--- config.mk ---
export PLATFORM = sky130hd
export DESIGN_NAME = if_fetch
export DESIGN_NICKNAME = d
export VERILOG_FILES = /design/src/rtl/rv_pkg.sv /design/src/rtl/if_fetch.sv
export SDC_FILE = /design/constraint.sdc
export NUM_CORES = 1
export LEC_CHECK = 0
export CAP_MARGIN = 20
export CORE_ASPECT_RATIO = 1.75
export CORE_MARGIN = 2
export CORE_UTILIZATION = 46
export CTS_CLUSTER_SIZE = 16
export DETAILED_ROUTE_END_ITERATION = 6
export PLACE_DENSITY = 0.87
export SYNTH_ARGS = -nofsm -noshare
export SYNTH_HDL_FRONTEND = slang
export SYNTH_SLANG_ARGS = --single-unit
export TNS_END_PERCENT = 5
--- constraint.sdc ---
create_clock -name clk -period 2.8 [get_ports clk]
set_input_delay 0.56 -clock clk [delete_from_list [all_inputs] [get_ports clk]]
set_output_delay 0.56 -clock clk [all_outputs]
set_load 0.1 [all_outputs]
--- src/rtl/rv_pkg.sv ---
// Shared definitions for the instruction-fetch stage: FSM state encoding,
// PC step, end-of-program word and the PC legality check.
package rv_pkg;

    typedef enum logic [1:0] {
        FETCH = 2'd0,
        VALID = 2'd1,
        FAULT = 2'd2,
        HALT  = 2'd3
    } fetch_state_t;

    localparam logic [31:0] PC_INC    = 32'd4;
    localparam logic [31:0] HALT_WORD = 32'h0000_0000;

    // A PC is unusable if it is not word aligned or lies beyond the
    // instruction memory's byte-address space (2**aw bytes).
    function automatic logic pc_bad(input logic [31:0] pc, input int unsigned aw);
        return (pc[1:0] != 2'b00) || ((pc >> aw) != 32'd0);
    endfunction

endpackage

--- src/rtl/if_fetch.sv ---
// Instruction fetch stage: drives a combinational instruction ROM, presents
// one instruction at a time to decode with a valid/ready handshake, and
// reacts to redirects, illegal PCs (fault) and the all-zero end word (halt).
// Optional build macro IF_PREFETCH_EN: in VALID the ROM is addressed with
// pc+4 so an accepted instruction is replaced in the same cycle, giving one
// instruction per cycle instead of one per two cycles.
module if_fetch
    import rv_pkg::*;
#(
    parameter logic [31:0] RESET_PC = 32'h0000_0000,
    parameter int          IM_AW    = 12
) (
    input  logic             clk,
    input  logic             rst_n,
    output logic [IM_AW-1:0] im_addr,
    input  logic [31:0]      im_dout,
    input  logic             redirect_valid,
    input  logic [31:0]      redirect_pc,
    output logic             ir_valid,
    input  logic             ir_ready,
    output logic [31:0]      ir_instr,
    output logic [31:0]      ir_pc,
    output logic             fault,
    output logic             halted
);

    fetch_state_t state;
    logic [31:0]  pc;
    logic [31:0]  pc_inc;
    logic         handshake;

    assign pc_inc    = pc + PC_INC;
    assign handshake = ir_valid & ir_ready;

`ifdef IF_PREFETCH_EN
    // While an instruction is on offer, look one word ahead so it can be
    // replaced on the accepting edge.
    always_comb begin
        im_addr = (state == VALID) ? pc_inc[IM_AW-1:0] : pc[IM_AW-1:0];
    end
`else
    assign im_addr = pc[IM_AW-1:0];
`endif

    // Fetch FSM: redirect wins over everything, including a same-cycle
    // handshake, which is then considered consumed without a PC step.
    always_ff @(posedge clk or negedge rst_n) begin
        if (!rst_n) begin
            state    <= FETCH;
            pc       <= RESET_PC;
            ir_valid <= 1'b0;
            ir_instr <= 32'd0;
            ir_pc    <= 32'd0;
            fault    <= 1'b0;
            halted   <= 1'b0;
        end else if (redirect_valid) begin
            pc       <= redirect_pc;
            ir_valid <= 1'b0;
            fault    <= 1'b0;
            halted   <= 1'b0;
            state    <= FETCH;
        end else begin
            case (state)
                FETCH: begin
                    if (pc_bad(pc, IM_AW)) begin
                        fault    <= 1'b1;
                        ir_valid <= 1'b0;
                        state    <= FAULT;
                    end else if (im_dout == HALT_WORD) begin
                        halted   <= 1'b1;
                        ir_valid <= 1'b0;
                        state    <= HALT;
                    end else begin
                        ir_instr <= im_dout;
                        ir_pc    <= pc;
                        ir_valid <= 1'b1;
                        state    <= VALID;
                    end
                end
                VALID: begin
                    if (handshake) begin
                        pc <= pc_inc;
`ifdef IF_PREFETCH_EN
                        if (pc_bad(pc_inc, IM_AW)) begin
                            fault    <= 1'b1;
                            ir_valid <= 1'b0;
                            state    <= FAULT;
                        end else if (im_dout == HALT_WORD) begin
                            halted   <= 1'b1;
                            ir_valid <= 1'b0;
                            state    <= HALT;
                        end else begin
                            ir_instr <= im_dout;
                            ir_pc    <= pc_inc;
                            ir_valid <= 1'b1;
                        end
`else
                        ir_valid <= 1'b0;
                        state    <= FETCH;
`endif
                    end
                end
                default: begin
                    // FAULT and HALT wait for a redirect or reset.
                end
            endcase
        end
    end

endmodule
==> impl_metrics.ini <==
[finish]
n_fill_cell = 823
area_growth_pct = 35.2
layout-drive-gt1-share = 0.282
fin_util = 0.632
post_layout_nonfiller_instances = 660
regArea_mm2 = 0.00253
n_antenna_cell = 0
multi_input_area_mm2 = 0.00179
nets = 600
design_area_mm2 = 0.00615

[synth]
syn_inst = 400
ys_warn_count = 0
synth_most_common_cell = dfrtp_1
synthFlopType = dfrtp_1
syn-mean-instance-area_um2 = 11.4
syn_nets = 469
synth_top_area_frac = 0.556
yosysSeqAreaShare = 0.556
synth_common_cells = 101 x dfrtp_1, 44 x mux2_2, 25 x nor2_1, 23 x nand2_1, 22 x and2_1
ys_seq_elements = 101
yosys-top-cells-area = dfrtp_1 56%, mux2_2 11%, and2_1 3.0%
yosysUniqueCellTypes = 42
netlist_area_mm2 = 0.00454
async_reset_ff_frac = 1.00
synth_edf_count = 0
synth_top_area_cell = dfrtp_1

[setup_path]
cp-end-kind = flip-flop
cpLargestDelayFamily = buffers and inverters
cp_cell_sequence = clkdlybuf4s50_1, nor4_1, nand4_1, o211ai_1, buf_4, mux2_2
cp_num_buf_inv = 2
crit_type = input port to flip-flop
required_ns = 3.03
cp_slowest_cell = clkdlybuf4s50_1
critical_path_arrival_ns = 2.61
cp_max_fo = 20
worstSetupStartpointType = input port
cpPeakStageDelay_ns = 0.42

[die]
die_y_um = 135
dieArea_mm2 = 0.0107
pin_count = 147
start_util = 0.467
fp-row-count = 48
die_w_um = 79.1
core_area_mm2 = 0.00973

[clock_network]
post_cts_buffers = 0
cts_resized = 0
cts_root_buffer = clkbuf_16
cts_tree = yes
clock_path_buffers = 2
cts.clk_slew.worst_paths_ns = 0.07
cts_buffers = 9
clock_sinks = 101
htreeDepth = 3
holdBufCountCts = 0
clk-insertion-delay-late_ns = 0.35

[flow_run]
maxCapViolations = 0

[min_path]
hold_path.class = input port to asynchronous set/reset pin

[drt]
drtIter0Drc = 238
vias = 3616
drtPass1Iterations = 4
wire_per_inst_um = 17.3
ant_nets = 0
drc = 0
routed_wl_um = 11400
vias_per_cell = 5.48

[timing]
clock.fmax_mhz = 421
fin_ws_ns = 0.422
finalHoldViolCount = 0
fin_skew_ns = 0.00658
worst_hold_slack_ns = 0.247
tightest_slew_ns = 0.567
rsz0062_at_grt = no
setup_viol = 0
fin_crit_sh = 0.849
slew_headroom = 0.619
finalMaxSlewViolations = 0
setup_tns_ns = 0
fin_crit_ns = 2.38

[global_routing]
overflow = 0
grtUsageTotal = 0.220
grt_pass1_vias = 3664
grt_antenna_before_repair = 0
grt_first_pass_wirelength_um = 18200
grt_max_degree = 102

[placed_design]
portBuffers = 146
place_inst = 645
dpl-instance-area_mm2 = 0.00585
gp_congestion = 0.853
place_worst_setup_slack_ns = 0.0494
dp_hpwl_um = 8410

[status]
status = completed

[power_and_ir_drop]
power_density_mw_per_mm2 = 522
irDropWorstVdd_uv = 356
netSwitchingFraction = 0.260
finalPower_mw = 3.21
power.leakage_nw = 2.88
p_int_mw = 2.37
p_comb_frac = 0.127
p_sw_mw = 0.834
clkPwrFrac = 0.384
seqPwrFrac = 0.489
power by group through the flow:
stage	logic, mW	clock network [mW]	registers (mW)
2_1_floorplan	0.243	0	1.58
3_3_place_gp	0.399	0	1.59
3_5_place_dp	0.408	0	1.59
4_1_cts	0.411	1.26	1.57
5_1_grt	0.436	1.32	1.58
6_report	0.406	1.23	1.57
cell usage in the layout, fill, tap and decap left out, drive strengths merged, types with 2 or more instances in the layout:
master	netlist	routed
a31oi	20	20
a21oi	5	5
xor2	2	2
and4	3	3
mux2	44	44
clkinv	1	2
dfrtp	101	101
clkdlybuf4s50	0	66
and2	22	22
or3	8	8
nor2	25	25
nand4	11	11
nand4b	2	2
o31ai	13	13
nand3	7	7
xnor2	6	6
nor4	16	16
or4	16	16
inv	9	9
nor3	4	4
clkbuf	15	12
buf	19	88
nand2	23	23
o21ai	17	17
path summary, 6_finish.rpt:
path | cells past startpoint | to | slack, ns | from
max in group asynchronous | 2 | ir_pc[9] | 2.12 | rst_n
worst min-delay path | 2 | ir_instr[24] | 0.25 | rst_n
worst max register to register | 5 | pc[18] | 0.58 | pc[3]
worst min register to register | 1 | ir_pc[28] | 0.48 | ir_pc[28]
worst max-delay path | 6 | ir_pc[4] | 0.42 | im_dout[16]
min in group clk | 1 | ir_pc[28] | 0.48 | ir_pc[28]
logic make-up after synthesis:
family / synth area share
AND/OR/NAND/NOR: 0.180
flip-flops: 0.556
AO/OA/AOI/OAI: 0.0834
adder cells (fa/ha/maj): 0.00275
XOR/XNOR: 0.0154
multiplexers: 0.111
buffers and inverters: 0.0509
sequential cells by signal, indices dropped and copies added (netlist names):
| signal | count |
|---|---|
| fault | 1 |
| halted | 1 |
| ir_instr | 32 |
| ir_pc | 32 |
| ir_valid | 1 |
| pc | 32 |
| state | 2 |
metal layers:
| metal | routed length, um | global-route usage | up-vias |
|---|---|---|---|
| met5 | 0 | 0 | - |
| met4 | 467 | 0.122 | 0 |
| met3 | 486 | 0.0373 | 35 |
| met2 | 6200 | 0.384 | 115 |
| met1 | 4260 | 0.253 | 1755 |
| li1 | - | - | 1711 |
area by class of cell:
| cell class | instances | share of cell area |
|---|---|---|
| sequential | 101 | 0.411 |
| tap | 125 | 0.0254 |
| multi-input combinational | 255 | 0.291 |
| timing repair buffer | 154 | 0.219 |
| clock inverter | 3 | 0.00753 |
| inverter | 10 | 0.00611 |
| clock buffer | 12 | 0.0401 |
No activity file was read; power rests on OpenSTA's default activity.
